**src/rtl/pc_seq_pkg.sv**
```systemverilog
// pc_seq_pkg: shared state encoding and constants for the program-counter sequencer.
package pc_seq_pkg;
  typedef enum logic [2:0] {BOOT, FETCH, EXECUTE, HALT, ERROR} state_t;
  localparam int PC_INC = 4;
  localparam logic [31:0] RESET_PC_DEF = 32'h0000_0000;
endpackage

```
**src/rtl/pc_next_calc.sv**
```systemverilog
// pc_next_calc: resolves the next PC from branch/zero and flags misaligned taken targets.
module pc_next_calc import pc_seq_pkg::*; #(
  parameter int XLEN = 32
) (
  input  logic [XLEN-1:0] pc_i,
  input  logic            branch_i,
  input  logic            zero_i,
  input  logic [XLEN-1:0] offset_i,
  output logic [XLEN-1:0] next_pc_o,
  output logic            sel_o,
  output logic            misaligned_o
);
  assign sel_o        = branch_i & zero_i;
  assign next_pc_o    = sel_o ? pc_i + offset_i : pc_i + XLEN'(PC_INC);
  assign misaligned_o = sel_o & |offset_i[1:0];
endmodule

```
**src/rtl/pc_sequencer.sv**
```systemverilog
// pc_sequencer: owns the PC and steps fetch -> execute -> PC update,
// with a fetch-latency watchdog, halt/restart and a retired-instruction counter.
module pc_sequencer import pc_seq_pkg::*; #(
  parameter int              XLEN          = 32,
  parameter logic [XLEN-1:0] RESET_PC      = XLEN'(RESET_PC_DEF),
  parameter int              FETCH_TIMEOUT = 255,
  parameter int              TW            = 8,
  parameter int              CW            = 32
) (
  input  logic            clk,
  input  logic            rst_n,
  input  logic            start,
  input  logic            fetch_ack,
  input  logic            exec_done,
  input  logic            branch,
  input  logic            zero,
  input  logic [XLEN-1:0] branch_offset,
  input  logic            halt_req,
  output logic [XLEN-1:0] pc,
  output logic            fetch_req,
  output logic            exec_en,
  output logic            taken,
  output logic [CW-1:0]   retired,
  output logic            halted,
  output logic            error
);
  state_t          state_q, state_d;
  logic [XLEN-1:0] pc_q, pc_d, next_pc;
  logic [TW-1:0]   timer_q, timer_d;
  logic [CW-1:0]   retired_q, retired_d;
  logic            taken_q, taken_d, error_q, error_d, sel, misaligned;

  pc_next_calc #(.XLEN(XLEN)) u_next (
    .pc_i(pc_q), .branch_i(branch), .zero_i(zero), .offset_i(branch_offset),
    .next_pc_o(next_pc), .sel_o(sel), .misaligned_o(misaligned)
  );

  always_comb begin
    state_d   = state_q;
    pc_d      = pc_q;
    timer_d   = timer_q;
    retired_d = retired_q;
    taken_d   = 1'b0;
    error_d   = error_q;
    case (state_q)
      BOOT, HALT: state_d = start ? FETCH : state_q;
      FETCH: begin
        // ack on the last allowed cycle still wins over the timeout
        if (fetch_ack) begin
          state_d = EXECUTE;
          timer_d = '0;
        end else if (timer_q == TW'(FETCH_TIMEOUT - 1)) begin
          state_d = ERROR;
          error_d = 1'b1;
        end else timer_d = timer_q + TW'(1);
      end
      EXECUTE: begin
        if (exec_done) begin
          if (halt_req) begin
            pc_d      = pc_q + XLEN'(PC_INC);
            retired_d = retired_q + CW'(1);
            state_d   = HALT;
          end else if (misaligned) begin
            state_d = ERROR;
            error_d = 1'b1;
          end else begin
            pc_d      = next_pc;
            taken_d   = sel;
            retired_d = retired_q + CW'(1);
            state_d   = FETCH;
          end
        end
      end
      ERROR: state_d = ERROR;
      default: begin
        state_d = ERROR;
        error_d = 1'b1;
      end
    endcase
  end

  always_ff @(posedge clk or negedge rst_n) begin
    if (!rst_n) begin
      state_q   <= BOOT;
      pc_q      <= RESET_PC;
      timer_q   <= '0;
      retired_q <= '0;
      taken_q   <= 1'b0;
      error_q   <= 1'b0;
    end else begin
      state_q   <= state_d;
      pc_q      <= pc_d;
      timer_q   <= timer_d;
      retired_q <= retired_d;
      taken_q   <= taken_d;
      error_q   <= error_d;
    end
  end

  assign pc        = pc_q;
  assign taken     = taken_q;
  assign retired   = retired_q;
  assign error     = error_q;
  assign fetch_req = state_q == FETCH;
  assign exec_en   = state_q == EXECUTE;
  assign halted    = state_q == HALT;
endmodule

```
**config.mk**
```make
export PLATFORM = sky130hd
export DESIGN_NAME = pc_sequencer
export DESIGN_NICKNAME = d
export VERILOG_FILES = /design/src/rtl/pc_seq_pkg.sv /design/src/rtl/pc_next_calc.sv /design/src/rtl/pc_sequencer.sv
export SDC_FILE = /design/constraint.sdc
export NUM_CORES = 1
export LEC_CHECK = 0
export CELL_PAD_IN_SITES_DETAIL_PLACEMENT = 1
export CELL_PAD_IN_SITES_GLOBAL_PLACEMENT = 2
export CORE_MARGIN = 2
export CORE_UTILIZATION = 31
export CTS_CLUSTER_SIZE = 25
export DETAILED_ROUTE_END_ITERATION = 10
export PLACE_DENSITY = 0.9
export SETUP_SLACK_MARGIN = 0.2
export SYNTH_ARGS = -nofsm -noshare
export SYNTH_HDL_FRONTEND = slang
export SYNTH_SLANG_ARGS = --single-unit
export TNS_END_PERCENT = 50
```
**constraint.sdc**
```tcl
create_clock -name clk -period 3.1 [get_ports clk]
set_input_delay 0.62 -clock clk [delete_from_list [all_inputs] [get_ports clk]]
set_output_delay 0.62 -clock clk [all_outputs]
set_load 0.02 [all_outputs]
```
==> metrics.csv <==
stage,metric,value,unit
cells_and_area,area.growth.synth_to_final,33.1,%
global_routing,first_pass_grt_wire_length,33800,um
clock_tree,clock_tree.root_cell,clkbuf_16,
synth,yosys.cell_types.count,68,
detailed_routing,ant_nets,0,
detailed_routing,num_vias,6199,
sta,min_period_over_period,0.907,
synth,synth.ff_latch_count,77,
synth,synthMostInstantiatedCell,nand2_1,
place,numPortBuffers,108,
synth,syn_area,0.00592,mm2
setup_path,worstPathRequired,3.38,ns
synth,postSynth.topFlopCell,dfrtp_1,
setup_path,worstSetupEndpointType,flip-flop,
setup_path,path_max_fanout,3,
clock_tree,clk_transition_reported_paths,0.07,ns
sta,finalWorstPathRequiredPeriod,2.81,ns
cells_and_area,post-route-cell-area,0.00788,mm2
synth,mappedNetlistNets,805,
die,die_area,0.0202,mm2
synth,synth_commonest_cells,"nand2_1, a21oi_1, dfrtp_1, o21ai_0, nor2_1",
global_routing,groute.usage.overall,0.211,
sta,hold_viol,0,
synth,synth_largest_type_area_fraction,0.325,
power,cellPowerDensity,452,mW/mm2
min_path,holdCritPathClass,in -> async,
synth,synth.area.top_cells,"dfrtp_1, ha_1, a21oi_1",
place,placed_cell_area,0.00754,mm2
detailed_routing,drcViolationCount,0,
clock_tree,clock_insertion_delay_worst_skew,0.35,ns
die,floorplan.rows,50,
global_routing,first_global_vias,6252,
power,peakVddDrop,0.000221,V
global_routing,maximum_number_of_pins_on_one_net_before_global_route_repair,78,
cells_and_area,finalNetCount,939,
detailed_routing,drtPass1Iterations,4,
sta,maximum_clock_skew_at_final_layout,0.0130,ns
setup_path,arrival,3.09,ns
clock_tree,ctsHtreeMaxLevel,3,
detailed_routing,totalWireLength,20900,um
clock_tree,clockBufferDepth,2,
clock_tree,cts.sink_count,77,
cells_and_area,fraction_of_layout_cells_with_a_size_suffix_above_1,0.113,
synth,syn_inst,729,
detailed_routing,routed_via_density,5.63,
sta,timing.max_slew.rel_slack,0.277,
place,dpl.hpwl,15900,um
die,die_width,142,um
clock_tree,cts_buf_count,9,
synth,synth_enable_flop_cells,0,
setup_path,worst-setup-path-type,in -> reg,
status,status,"complete, no violations",
synth,portion_of_the_post_synthesis_area_used_by_sequential_elements,0.325,
global_routing,grt_remaining_overflow,0,
sta,unrepaired_setup_endpoints_after_global_routing,yes,
place,place.gp.congestion,0.862,
clock_tree,cts_hold_buffers,0,
clock_tree,cts_tree,done,
power,p_leak,0.00330,uW
cells_and_area,antenna-diode-count,0,
die,die_height,142,um
sta,setup_total_negative_slack,0,ns
sta,timing.final.max_slew_violations,0,
die,number_of_top_level_pins,109,
run,max-cap-violations,0,
sta,setup_viol_count_final,0,
die,effective_utilization_at_floorplan,0.317,
sta,worst-slew-pin-transition,1.08,ns
detailed_routing,wl_per_cell,18.9,um
global_routing,antenna_found_initial,0,
setup_path,critPathLaunchType,input pin,
synth,yosys_warnings,0,
synth,synthArstFlopShare,1.00,
synth,post_synth.cell_area_avg,8.13,um2
detailed_routing,detail_route.iter0.violations,265,
die,floorplan_core_area,0.0187,mm2
sta,max_freq,356,MHz
synth,synth_largest_area_cell,dfrtp_1,
[flip-flops by register name (all words and copies together), names as in the netlist]
register / cells
state_q: 3
retired: 32
taken: 1
timer_q: 8
error: 1
pc: 32
[per-layer routing]
| metal | track usage | vias up | part of all wire | wire (um) |
|---|---|---|---|---|
| met5 | 0 | - | 0 | 0 |
| met4 | 0.0547 | 0 | 0.018 | 383 |
| met3 | 0.0333 | 29 | 0.037 | 779 |
| met2 | 0.345 | 142 | 0.47 | 9800 |
| met1 | 0.291 | 3063 | 0.47 | 9890 |
| li1 | - | 2965 | - | - |
[critical path: stages]
cell             delay (ns)
clkdlybuf4s50_1        0.44
ha_2                   0.20
inv_1                  0.06
fa_2                   0.21
nor2b_2                0.05
o31a_1                 0.34
a31oi_4                0.24
buf_4                  0.15
nand2_1                0.06
a31oi_1                0.23
mux2_2                 0.36
o21ai_1                0.12
[final timing paths]
path	start	to	slack, ns	cells past startpoint
min in group clk	error	error	0.47	1
hold reg to reg	error	error	0.47	1
hold / removal	rst_n	retired[20]	0.45	1
max in group asynchronous	rst_n	pc[27]	1.94	1
setup / recovery	branch_offset[0]	pc[26]	0.29	12
setup reg to reg	pc[2]	pc[26]	0.54	9
[area by class of cell]
class / count / area, um2
Fill cell: 2242 / 10800
Multi-Input combinational cell: 599 / 3830
Sequential cell: 77 / 1930
Timing Repair Buffer: 162 / 1500
Tap cell: 234 / 293
Clock buffer: 9 / 225
Clock inverter: 7 / 61.3
Inverter: 14 / 52.6
[placed cells by master, fill, tap and decap left out, types with 14 or more instances in the layout]
cell type	count
clkdlybuf4s50_1	107
inv_1	14
xnor2_1	37
nor2_1	49
nor3_1	20
nand2_1	90
o21ai_0	59
ha_1	33
a21oi_1	74
nand4_1	25
nand3_1	34
buf_4	54
dfrtp_1	77
[logic make-up after synthesis]
logic type	count (synthesis)	synth area share
AND/OR/NAND/NOR	275	0.236
AO/OA/AOI/OAI	233	0.240
flip-flops	77	0.325
buffers and inverters	53	0.0378
XOR/XNOR	50	0.0739
adder cells (fa/ha/maj)	36	0.0773
multiplexers	5	0.00951
[stage by stage]
step	util	instances	worst slack, ns	power [uW]	hold slack, ns
6_report	0.421	1102	0.289	3560	0.452
5_1_grt	0.421	1102	0.193	3790	0.489
3_5_place_dp	0.403	1085	-0.240	2500	0.460
3_3_place_gp	0.403	1085	-0.137	2470	0.455
4_1_cts	0.418	1101	0.196	3580	0.477
2_1_floorplan	-	729	0.469	1950	0.324
[repair_timing]
action,CTS,global route
gates resized for setup,2,13
cloned,0,0
setup endpoints to repair,2,17
pin swaps,1,6
endpoints found under the hold margin,0,0
buffers inserted,0,1
[power breakdown]
part	switching, uW	total [uW]	internal [uW]
Clock	510	1070	561
Sequential	164	1260	1100
Combinational	677	1230	555
Total	1350	3560	2210
(Power assumes the default switching activity.)
